===== config.mk =====
export PLATFORM = sky130hd
export DESIGN_NAME = alu_operand_stage
export DESIGN_NICKNAME = d
export VERILOG_FILES = /design/src/rtl/cpu_pkg.sv /design/src/rtl/operand_skid_buf.sv /design/src/rtl/alu_operand_stage.sv
export SDC_FILE = /design/constraint.sdc
export NUM_CORES = 1
export LEC_CHECK = 0
export ABC_AREA = 0
export CAP_MARGIN = 5
export CORE_MARGIN = 2
export CORE_UTILIZATION = 40
export DETAILED_ROUTE_END_ITERATION = 10
export GPL_TIMING_DRIVEN = 1
export HOLD_SLACK_MARGIN = 0.15
export MAX_ROUTING_LAYER = met4
export PLACE_DENSITY_LB_ADDON = 0.1
export REMOVE_ABC_BUFFERS = 1
export SLEW_MARGIN = 40
export SYNTH_ARGS = -nofsm -noshare
export SYNTH_HDL_FRONTEND = slang
export SYNTH_SLANG_ARGS = --single-unit
export TNS_END_PERCENT = 20

===== constraint.sdc =====
create_clock -name clk -period 2.54 [get_ports clk]
set_clock_uncertainty 0.2 [all_clocks]
set_input_delay 0.508 -clock clk [delete_from_list [all_inputs] [get_ports clk]]
set_output_delay 0.508 -clock clk [all_outputs]
set_load 0.05 [all_outputs]

===== src/rtl/cpu_pkg.sv =====
// Shared CPU definitions used by the ALU operand path.
//
// Contents:
//   mode_e        - extension modes applied to a selected operand
//   PC_INCREMENT  - default PC increment, used as the constant source
package cpu_pkg;

  typedef enum logic [1:0] {
    MODE_PASS     = 2'b00,
    MODE_SEXT     = 2'b01,
    MODE_SEXT_SL2 = 2'b10,
    MODE_ZEXT     = 2'b11
  } mode_e;

  localparam logic [31:0] PC_INCREMENT = 32'd4;

endpackage


===== src/rtl/operand_skid_buf.sv =====
// Two-entry valid/ready buffer: an output register plus a skid register.
// in_ready comes from the skid register state only, so it has no
// combinational path from out_ready.
//
// Ports:
//   clk, reset          - rising-edge clock, synchronous active-high reset
//   in_data, in_valid   - upstream operand and its valid
//   in_ready            - buffer can accept an operand this cycle
//   out_data, out_valid - registered operand presented downstream
//   out_ready           - downstream accepts out_data this cycle
module operand_skid_buf #(
  parameter int WIDTH = 32
) (
  input  logic             clk,
  input  logic             reset,
  input  logic [WIDTH-1:0] in_data,
  input  logic             in_valid,
  output logic             in_ready,
  output logic [WIDTH-1:0] out_data,
  output logic             out_valid,
  input  logic             out_ready
);

  logic [WIDTH-1:0] skid_data;
  logic             skid_valid;
  logic             accept;

  // Reset gates in_ready so nothing is accepted while the stage is being
  // cleared; otherwise the stage is ready whenever the skid slot is free.
  assign in_ready = !skid_valid && !reset;
  assign accept   = in_valid && in_ready;

  // The skid slot only fills when the output register is full and stalled,
  // so a full skid implies a full output register. A full skid drains into
  // the output register as soon as out_ready is seen.
  always_ff @(posedge clk) begin
    if (reset) begin
      out_data   <= '0;
      out_valid  <= 1'b0;
      skid_data  <= '0;
      skid_valid <= 1'b0;
    end else if (skid_valid) begin
      if (out_ready) begin
        out_data   <= skid_data;
        out_valid  <= 1'b1;
        skid_valid <= 1'b0;
      end
    end else if (accept) begin
      if (!out_valid || out_ready) begin
        out_data  <= in_data;
        out_valid <= 1'b1;
      end else begin
        skid_data  <= in_data;
        skid_valid <= 1'b1;
      end
    end else if (out_valid && out_ready) begin
      out_valid <= 1'b0;
    end
  end

endmodule


===== src/rtl/alu_operand_stage.sv =====
// ALU operand stage: selects one of NSRC sources (or a constant), applies
// a sign/zero extension mode, and registers the result through a two-entry
// skid buffer.
//
// Ports:
//   clk, reset          - rising-edge clock, synchronous active-high reset
//   selector            - source index; CONST_IDX selects CONST_VAL
//   mode                - extension mode (cpu_pkg::mode_e)
//   data_in             - flattened sources, source k at [k*WIDTH +: WIDTH]
//   in_valid, in_ready  - upstream handshake
//   out_data, out_valid - registered operand to the ALU
//   out_ready           - ALU accepts out_data
//   sel_err             - sticky: an operand was accepted with a bad selector
module alu_operand_stage
  import cpu_pkg::*;
#(
  parameter int               WIDTH     = 32,
  parameter int               NSRC      = 4,
  parameter int               CONST_IDX = 1,
  parameter logic [WIDTH-1:0] CONST_VAL = WIDTH'(PC_INCREMENT),
  localparam int              SW        = (NSRC > 2) ? $clog2(NSRC) : 1
) (
  input  logic                  clk,
  input  logic                  reset,
  input  logic [SW-1:0]         selector,
  input  logic [1:0]            mode,
  input  logic [NSRC*WIDTH-1:0] data_in,
  input  logic                  in_valid,
  output logic                  in_ready,
  output logic [WIDTH-1:0]      out_data,
  output logic                  out_valid,
  input  logic                  out_ready,
  output logic                  sel_err
);

  localparam int HW = WIDTH / 2;

  logic [WIDTH-1:0] selected;
  logic [WIDTH-1:0] operand;
  logic [WIDTH-1:0] sext_low;
  logic [WIDTH-1:0] zext_low;
  logic             out_of_range;

  // The constant index takes priority over the data sources; any index
  // past the last source yields zero, so every mode then produces zero.
  always_comb begin
    selected     = '0;
    out_of_range = 1'b0;
    if (int'(selector) == CONST_IDX) begin
      selected = CONST_VAL;
    end else if (int'(selector) >= NSRC) begin
      out_of_range = 1'b1;
    end else begin
      for (int k = 0; k < NSRC; k++) begin
        if (int'(selector) == k) begin
          selected = data_in[k*WIDTH +: WIDTH];
        end
      end
    end
  end

  assign sext_low = {{(WIDTH-HW){selected[HW-1]}}, selected[HW-1:0]};
  assign zext_low = {{(WIDTH-HW){1'b0}}, selected[HW-1:0]};

  // Extension is applied after selection, constant source included.
  always_comb begin
    operand = selected;
    case (mode_e'(mode))
      MODE_PASS:     operand = selected;
      MODE_SEXT:     operand = sext_low;
      MODE_SEXT_SL2: operand = sext_low << 2;
      MODE_ZEXT:     operand = zext_low;
      default:       operand = selected;
    endcase
  end

  operand_skid_buf #(
    .WIDTH(WIDTH)
  ) u_skid_buf (
    .clk      (clk),
    .reset    (reset),
    .in_data  (operand),
    .in_valid (in_valid),
    .in_ready (in_ready),
    .out_data (out_data),
    .out_valid(out_valid),
    .out_ready(out_ready)
  );

  // Sticky error: only an accepted operand can set it, only reset clears it.
  always_ff @(posedge clk) begin
    if (reset) begin
      sel_err <= 1'b0;
    end else if (in_valid && in_ready && out_of_range) begin
      sel_err <= 1'b1;
    end
  end

endmodule


==> Flow_metrics.wiki <==
{| class="wikitable"
! Metric !! Value
|-
| Outcome || finished clean
|-
| Gpl congestion || 0.8105
|-
| Number of cells upsized or downsized after cts || 0
|-
| Routed wire length || 10.85 mm
|-
| CTS clk-pin slew, worst paths || 0.07 ns
|-
| Number of design-rule violations left by the first detailed-router iteration || 144
|-
| Worst Path Max Fanout || 3
|-
| Fraction of synthesis flops using an asynchronous set or reset pin || 0%
|-
| Slowest Stage Delay on Critical Path || 0.83 ns
|-
| Post-CTS Setup Repair Bufs || 0
|-
| Post-route fraction of the period consumed by the critical path || 88.59%
|-
| Half-perimeter wire length after placement || 7.793 mm
|-
| Maximum VDD drop || 0.0002568 V
|-
| Register bit count reported by yosys || 66
|-
| CTS tree || built
|-
| Path category of the worst min-delay check || reg2reg
|-
| Critical path class || reg2out
|-
| Post-route ant nets || 0
|-
| Worst-margin pin slew || 0.5360 ns
|-
| Fin Hold WS || 0.2537 ns
|-
| Number of distinct standard cells referenced by the synthesized netlist || 43
|-
| Clock tree buffer depth || 2
|-
| TritonCTS Sinks || 66
|-
| Boundary Pins || 171
|-
| DRC errors left || 0
|-
| Sequential fraction of the synthesis area || 36.00%
|-
| Drt wl/cell || 16.15 um
|-
| Final cell utilization of the core || 61.13%
|-
| Startpoint Class || flop
|-
| Floorplan die width || 99.79 um
|-
| Top cell type by total area after synthesis || sky130_fd_sc_hd__dfxtp_1
|-
| RSZ-0062 raised after global routing || false
|-
| Number of global-route vias before repair || 3,758
|-
| Post-Syn Instances || 428
|-
| Antenna Diode Count || 0
|-
| Final setup vio count || 0
|-
| Top Family by Delay on Critical Path || buffers and inverters
|-
| Combinational family with the most area after synthesis || compound AO/OA/AOI/OAI gates
|-
| Final hold viol count || 0
|-
| Complex-gate fraction of the synthesized area || 25.33%
|-
| Chip Height || 99.79 um
|-
| Deepest level of the CTS H-tree || 3
|-
| Number of slew-limit violations in the final report || 0
|-
| Proportion of netlist area held by the largest area contributor || 36.00%
|-
| Crit path time final || 2.250 ns
|-
| Buffers and inverters on the worst path || 1
|-
| Initial Utilization || 41.67%
|-
| Proportion of synthesized area in mux cells || 16.77%
|-
| Relative area change from synthesis to final layout || 46.68%
|-
| Global-route usage over all layers || 23.10%
|-
| Number of cells after detailed placement || 658
|-
| Power per cell area || 474.6 nW/um2
|-
| Global-route wire length before repair || 18.04 mm
|-
| Adder-cell area share of the yosys netlist || 0%
|-
| Flip-flop cell with the highest count after synthesis || sky130_fd_sc_hd__dfxtp_1
|-
| Required time at the endpoint of the critical path || 1.83 ns
|-
| Maximum clock frequency || 0.4444 GHz
|-
| Signal arrival time at the worst endpoint || 1.54 ns
|-
| MaxCap Viol Count || 0
|-
| Final layout net count || 697
|-
| Count of flip-flops with a built-in enable after synthesis || 0
|-
| Fraction of final layout cells with drive strength greater than 1 || 14.89%
|-
| Library cell with the highest instance count after synthesis || sky130_fd_sc_hd__dfxtp_1
|-
| Hold-fix buffers, CTS || 0
|-
| Core Area || 8806 um2
|-
| Post-synthesis cell area || 3670 um2
|-
| Initial antenna violation count || 0
|-
| Worst slew margin relative to its limit || 64.15%
|-
| Leak || 0.001904 uW
|-
| Count of buffers from port buffering || 137
|-
| Area fraction in and, or, nand and nor cells after synthesis || 14.56%
|-
| Std-Cell Rows || 34
|-
| Skew-Pair Late Insertion Delay || 0.33 ns
|-
| Cell at the root of the clock tree || sky130_fd_sc_hd__clkbuf_8
|-
| Endpoint class of the critical path || output port
|-
| Number of vias in the routed layout || 3,709
|-
| Number of optimization iterations in the first detailed-route pass || 4
|-
| Biggest area contributors in the synthesized netlist || sky130_fd_sc_hd__dfxtp_1 36%, sky130_fd_sc_hd__mux2i_1 11%, sky130_fd_sc_hd__nand2_1 5.9%
|-
| Synth warn || 0
|-
| XOR/XNOR share of the synthesized area || 0.2387%
|-
| Overflow left after global routing || 0
|-
| Average cell area after synthesis || 8.574 um2
|-
| Ranking of synthesized cells by instance count || 66 x sky130_fd_sc_hd__dfxtp_1, 58 x sky130_fd_sc_hd__nand2_1, 42 x sky130_fd_sc_hd__mux2i_1, 41 x sky130_fd_sc_hd__a21oi_1, 28 x sky130_fd_sc_hd__o21ai_0
|-
| Number of standard cells in the layout, taps in and fillers out || 672
|-
| Cell at the slowest stage of the critical path || sky130_fd_sc_hd__clkdlybuf4s50_1
|-
| CTS buffer count || 9
|-
| Post-DR vias/cell || 5.519
|-
| Total Die Area || 9957 um2
|-
| Crit path cell chain || clkdlybuf4s50_1
|-
| Maximum number of pins on one net before global-route repair || 42
|}
## cell type report
class	count	area [um2]
inverters	4	15.01
well taps	108	135.1
clock buffers	10	137.6
flip-flops and latches	66	1323
fillers	817	3423
clock inverters	4	20.02
repair buffers	165	1657
multi-input cells	315	2096
## kinds of logic after synthesis
group           after synthesis
buf+inv                      47
mux                          59
other cells                   1
simple gates                115
xor+xnor                      1
compound gates              139
flops                        66
## power by group
part | switching [uW] | leakage, uW | total (uW) | internal [uW]
Sequential | 21.8 | 0.000537 | 1100 | 1080
Clock | 375 | 0.0000875 | 738 | 363
Combinational | 375 | 0.00128 | 718 | 343
Total | 772 | 0.00190 | 2550 | 1780
## cell usage in the layout (no fill, tap or decap), drive strengths merged, types with 2 or more instances in the layout
master         Yosys  routed
nand2b             5       5
nor2              24      24
nor3               6       6
nand4             15      15
o221ai            15      15
clkbuf            20      10
a32oi              2       2
a21oi             51      51
o21ai             31      31
buf               23      31
o31ai              2       2
a211oi            18      18
nor2b              3       3
or3                2       2
nand2             58      58
clkdlybuf4s50      0     134
dfxtp             66      66
clkinv             0       4
a22oi             14      14
inv                4       4
mux2i             42      42
mux2              17      17
## metrics by stage
stage / total power, uW / worst slack, ns / TNS [ns] / cell area (um2)
global placement: 1832 / 0.04505 / 0 / 5225
finish: 2554 / 0.2897 / 0 / 5383
global route: 2676 / 0.2294 / 0 / 5383
detailed placement: 1842 / 0.0001785 / 0 / 5225
floorplan: 1469 / -0.5408 / -9.891 / 3428
CTS: 2577 / 0.2734 / 0 / 5383
## path summary, 6_finish.rpt
kind                       startpoint                        to  slack, ns  cells after the start
min          u_skid_buf.skid_data[12]  u_skid_buf.skid_data[12]       0.25                      2
min reg2reg  u_skid_buf.skid_data[12]  u_skid_buf.skid_data[12]       0.25                      2
max reg2reg     u_skid_buf.skid_valid   u_skid_buf.out_data[16]       0.67                      7
max              u_skid_buf.out_valid                 out_valid       0.29                      1
## routing by layer
layer | GRT usage (%) | wire [um] | vias up
met5 | - | 0 | -
met4 | 7.587 | 123 | 0
met3 | 4.178 | 734 | 9
met2 | 39.14 | 5253 | 124
met1 | 27.87 | 4740 | 1738
li1 | - | - | 1838
## sequential cells by signal, indices dropped and copies added (netlist names)
signal	flops
u_skid_buf.out_valid	1
u_skid_buf.out_data	32
u_skid_buf.skid_valid	1
u_skid_buf.skid_data	32
No activity file was read; power rests on OpenSTA's default activity.
